===== src/rtl/instr_fetch_unit.sv =====
// Instruction fetch front end: owns the fetch PC, issues word requests to instruction
// memory and queues the returned words in order for decode. Redirects flush all fetch state.
module instr_fetch_unit #(
    parameter logic [31:0] RESET_PC = 32'h0000_0000,
    parameter int unsigned DEPTH    = 2
) (
    input  logic        clk,
    input  logic        rst,
    output logic        imem_req,
    output logic [31:0] imem_addr,
    input  logic        imem_gnt,
    input  logic        imem_rvalid,
    input  logic [31:0] imem_rdata,
    input  logic        redirect_valid,
    input  logic [31:0] redirect_pc,
    output logic        if_valid,
    input  logic        if_ready,
    output logic [31:0] if_instr,
    output logic [31:0] if_pc
);

    localparam int unsigned CW = $clog2(DEPTH + 1);
    localparam int unsigned SW = CW + 1;
    localparam int unsigned PW = $clog2(DEPTH);
    localparam int unsigned DW = 8;
    localparam logic [31:0] RESET_PC_ALIGNED = {RESET_PC[31:2], 2'b00};

    logic [31:0]   fetch_pc_q, fetch_pc_d;
    logic [31:0]   resp_pc_q, resp_pc_d;
    logic [CW-1:0] outst_q, outst_d;
    logic [CW-1:0] count_q, count_d;
    logic [DW-1:0] drop_q, drop_d;
    logic [PW-1:0] head_q, head_d;
    logic [PW-1:0] tail_q, tail_d;
    logic [31:0]   fifo_pc_q [DEPTH];
    logic [31:0]   fifo_pc_d [DEPTH];
    logic [31:0]   fifo_instr_q [DEPTH];
    logic [31:0]   fifo_instr_d [DEPTH];

    logic pop;
    logic push;
    logic grant;
    logic credit_ok;

    function automatic logic [PW-1:0] ptr_inc(input logic [PW-1:0] p);
        return (p == PW'(DEPTH - 1)) ? '0 : p + PW'(1);
    endfunction

    assign if_valid  = !rst && (count_q != '0);
    assign if_instr  = if_valid ? fifo_instr_q[head_q] : '0;
    assign if_pc     = if_valid ? fifo_pc_q[head_q] : '0;
    assign imem_addr = fetch_pc_q;

    // Credits count both in-flight kept requests and buffered words, so a kept
    // response always has a free slot; the pop term keeps 1 instr/cycle flowing.
    assign pop       = if_valid && if_ready;
    assign credit_ok = (SW'(outst_q) + SW'(count_q) - SW'(pop)) < SW'(DEPTH);
    assign imem_req  = !rst && !redirect_valid && credit_ok;
    assign grant     = imem_req && imem_gnt;
    assign push      = imem_rvalid && (drop_q == '0) && !redirect_valid;

    always_comb begin
        fetch_pc_d   = fetch_pc_q;
        resp_pc_d    = resp_pc_q;
        outst_d      = outst_q;
        count_d      = count_q;
        drop_d       = drop_q;
        head_d       = head_q;
        tail_d       = tail_q;
        fifo_pc_d    = fifo_pc_q;
        fifo_instr_d = fifo_instr_q;

        if (redirect_valid) begin
            // Everything still in flight becomes stale, minus any word returning now.
            fetch_pc_d = redirect_pc & 32'hFFFF_FFFC;
            resp_pc_d  = redirect_pc & 32'hFFFF_FFFC;
            drop_d     = drop_q + DW'(outst_q) - DW'(imem_rvalid);
            outst_d    = '0;
            count_d    = '0;
            head_d     = '0;
            tail_d     = '0;
        end else begin
            if (grant) begin
                fetch_pc_d = fetch_pc_q + 32'd4;
            end
            if (imem_rvalid && (drop_q != '0)) begin
                drop_d = drop_q - DW'(1);
            end
            outst_d = outst_q + CW'(grant) - CW'(push);
            if (push) begin
                fifo_pc_d[tail_q]    = resp_pc_q;
                fifo_instr_d[tail_q] = imem_rdata;
                tail_d               = ptr_inc(tail_q);
                resp_pc_d            = resp_pc_q + 32'd4;
            end
            if (pop) begin
                head_d = ptr_inc(head_q);
            end
            count_d = count_q + CW'(push) - CW'(pop);
        end
    end

    always_ff @(posedge clk) begin
        if (rst) begin
            fetch_pc_q <= RESET_PC_ALIGNED;
            resp_pc_q  <= RESET_PC_ALIGNED;
            outst_q    <= '0;
            count_q    <= '0;
            drop_q     <= '0;
            head_q     <= '0;
            tail_q     <= '0;
        end else begin
            fetch_pc_q   <= fetch_pc_d;
            resp_pc_q    <= resp_pc_d;
            outst_q      <= outst_d;
            count_q      <= count_d;
            drop_q       <= drop_d;
            head_q       <= head_d;
            tail_q       <= tail_d;
            fifo_pc_q    <= fifo_pc_d;
            fifo_instr_q <= fifo_instr_d;
        end
    end

endmodule


===== config.mk =====
export PLATFORM = sky130hd
export DESIGN_NAME = instr_fetch_unit
export DESIGN_NICKNAME = d
export VERILOG_FILES = /design/src/rtl/instr_fetch_unit.sv
export SDC_FILE = /design/constraint.sdc
export NUM_CORES = 1
export LEC_CHECK = 0
export ABC_AREA = 1
export ABC_CLOCK_PERIOD_IN_PS = 9500
export BUFFER_PORTS_ARGS = -buffer_cell sky130_fd_sc_hd__buf_4
export CORE_MARGIN = 3
export CORE_UTILIZATION = 57
export DETAILED_ROUTE_END_ITERATION = 8
export GPL_TIMING_DRIVEN = 0
export PLACE_DENSITY = 0.8
export SLEW_MARGIN = 5
export SYNTH_ARGS = -nofsm -noshare
export SYNTH_HDL_FRONTEND = slang
export SYNTH_SLANG_ARGS = --single-unit

===== constraint.sdc =====
create_clock -name clk -period 9.5 [get_ports clk]
set_clock_uncertainty 0.15 [all_clocks]
set_input_delay 1.9 -clock clk [delete_from_list [all_inputs] [get_ports clk]]
set_output_delay 1.9 -clock clk [all_outputs]
set_load 0.05 [all_outputs]

==> metrics.yaml <==
logic_synthesis:
  synth_compound_area_share_pct: 6.46
  synth_simple_gate_area_share_pct: 29.8
  yosys_warnings: 0
  ys_types: 44
  synth-seq-cells: 198
  synth-seq-area-share_pct: 49.6
  synth-adder-area-share_pct: 3.12
  syn_inst: 1352
  synthMuxAreaShare_pct: 0
  syn_avg_cell_area_sq_um: 7.76
  synth_top_family_by_area: "simple AND/OR/NAND/NOR gates"
  netlist_area_sq_um: 10500
  synth-xor-area-share_pct: 2.09
critical_path:
  r2r_end: "outst_q[1]$_SDFF_PP0_"
  cp.arrival_ns: 4.18
  path_common_cell: "inv_1"
  end_kind: "output port"
  path_buf_inv: 5
  timing.rr.start: "count_q[1]$_SDFF_PP0_"
  path_max_fanout: 10
  crit_path_max_incr_delay_ns: 0.49
  worstSetupPathDepth: 12
  r2r_cells: 16
  worstPathRequired_ns: 7.45
  startpoint_type: "primary input"
  cp_slowest_cell: "a21oi_2"
  crit_type: "primary input to output port"
  rrSetupSlack_ns: 5.49
  critical_path.top_delay_family: "adder cells"
  crit_chain: "buf_6, a21oi_2, nand2_1, inv_1, ha_1, inv_1, nand2_1, fa_1, xor2_1, nand3_2, inv_1, buf_4"
clock_network:
  cts_tree: "built"
  cts_buffers: 17
  cts_max_level: 4
  cts_setup_buffers: 0
  holdBufCountCts: 0
  path_clk_slew_ns: 0.07
  cts-root-buf: "clkbuf_16"
  clkSinkCount: 198
  cts_buffer_depth: 2
  clkLatencyLatePin_ns: 0.45
  cts_resized: 0
global_route:
  grt_use_total_pct: 27.2
  grt_overflow_total: 0
  grt_pass1_vias: 8489
  grt_max_degree: 21
  antenna_found_initial: 0
  grt_pass1_wl_um: 42900
pwr:
  powerDensity_nw_per_um2: 160
  peakVddDrop_v: 0.000152
  total_power_uw: 2030
  power_leakage_uw: 0.00600
finish:
  insertedDiodeCount: 0
  fin_util_pct: 71.9
  final_cells: 1783
  regArea_sq_um: 5200
  fill_cells: 1400
  multi_input_area_sq_um: 4380
  drive_gt1_share_pct: 16.7
  final_cell_mix: "517 x nand2_1, 177 x inv_1, 169 x buf_4"
  syn2layout_area_growth_pct: 21.0
  final_common_cell: "nand2_1"
  fin_area_sq_um: 12700
  fin_nets: 1640
route:
  dr.pass1.iters: 5
  ant_nets: 0
  drt-initial-drc-count: 676
  routedWlPerCell_um: 15.3
  routed_wl_um: 27200
  drc: 0
  vias_per_cell: 5.25
  via_count: 9355
sta:
  rsz0062_at_grt: "no"
  hold_viol_final: 0
  period_share_pct: 65.5
  tightest_slew_ns: 0.890
  slew_headroom_pct: 40.4
  fmax_ghz: 0.161
  drv_slew: 0
  setup_violations: 0
  fin_crit_ns: 6.23
floorplanning:
  fp.dieArea_sq_um: 20100
  die_width_um: 142
  rows: 48
  pin_count: 168
  initial_core_util_pct: 59.5
  coreArea_sq_um: 17700
  die_h_um: 142
min_path:
  whs_endpoint: "drop_q[2]$_SDFFE_PP0P_"
  hold_path.class: "register to register"
  hold_depth: 2
  min_from: "drop_q[2]$_SDFFE_PP0P_"
place:
  place_congestion: 0.995
  hpwlAfterDp_um: 20100
  port_buffers: 159
  place_inst: 1751
  placed_area_sq_um: 12100
job:
  drv_cap: 0
outcome:
  status: "finished, final reports clean"
## cells by family after synthesis
family	Yosys count
adders and majority gates	25
xor gates and xnor gates	25
buffers and inverters	230
AOI/OAI and AO/OA	129
other	1
DFF	198
and+or+nand+nor	744
## metal layers
metal / routed length, um / GRT usage, % / share of wire, %
met1: 11300 / 36.8 / 41
met2: 12900 / 45.0 / 47
met3: 2220 / 3.37 / 8.2
met4: 802 / 10.5 / 2.9
met5: 0 / 0 / 0
## through the flow
stage	setup TNS [ns]	hold slack [ns]	setup slack, ns
6_report	0	0.355	3.27
4_1_cts	0	0.360	3.23
5_1_grt	0	0.380	3.06
3_5_place_dp	0	0.349	3.26
2_1_floorplan	0	0.298	2.24
3_3_place_gp	-7.78	0.318	-0.0795
## sequential cells by signal, summed over array words and instances, names as in the netlist
register      cells
drop_q            8
fifo_pc_q        60
imem_addr        30
fifo_instr_q     64
count_q           2
head_q            1
resp_pc_q        30
outst_q           2
tail_q            1
## worst max-delay path by stage
stage,start,endpoint,slack (ns)
3_5_place_dp,rst,imem_req,3.26
2_1_floorplan,redirect_valid,fifo_instr_q[0]$_DFFE_PP_,2.24
3_3_place_gp,rst,fifo_pc_q[26]$_DFFE_PP_,-0.08
5_1_grt,rst,imem_req,3.06
4_1_cts,rst,imem_req,3.23
6_report,rst,imem_req,3.27
## worst min-delay path, stage by stage, from the launching register on
cell and delay (ns):
dfxtp_1 0.34, nand3_1 0.09, nand2_1 0.04
## area by class of cell
cell class | instances | share of cell area, %
Inverter | 184 | 5.50
Clock inverter | 15 | 1.18
Buffer | 46 | 1.87
Tap cell | 225 | 2.22
Sequential cell | 198 | 41.0
Clock buffer | 17 | 3.35
Multi-Input combinational cell | 927 | 34.5
Timing Repair Buffer | 171 | 10.4
## Yosys cell counts (all sizes together)
cell type / number / area share (%)
nand2: 522 / 19
inv: 183 / 6.6
edfxtp: 124 / 35
nor2: 112 / 5.3
nand3: 84 / 4.1
dfxtp: 74 / 14
a21oi: 70 / 3.4
o21ai: 46 / 2.2
clkbuf: 25 / 0.89
ha: 23 / 2.7
buf: 21 / 1.4
xor2: 19 / 1.6
nand3b: 8 / 0.57
nand4: 8 / 0.48
xnor2: 6 / 0.50
a31oi: 5 / 0.30
nor3: 4 / 0.19
or2: 4 / 0.24
o211ai: 3 / 0.21
fa: 2 / 0.38
a21boi: 1 / 0.072
a21o: 1 / 0.072
and2: 1 / 0.060
and3: 1 / 0.060
clkinv: 1 / 0.036
conb: 1 / 0.036
o21a: 1 / 0.072
o21bai: 1 / 0.072
o22ai: 1 / 0.060
## power breakdown
group,switching (uW),internal (uW)
registers,36.1,946
logic,221,123
clock network,355,350
Note: power is estimated with default switching activity, not from simulation.
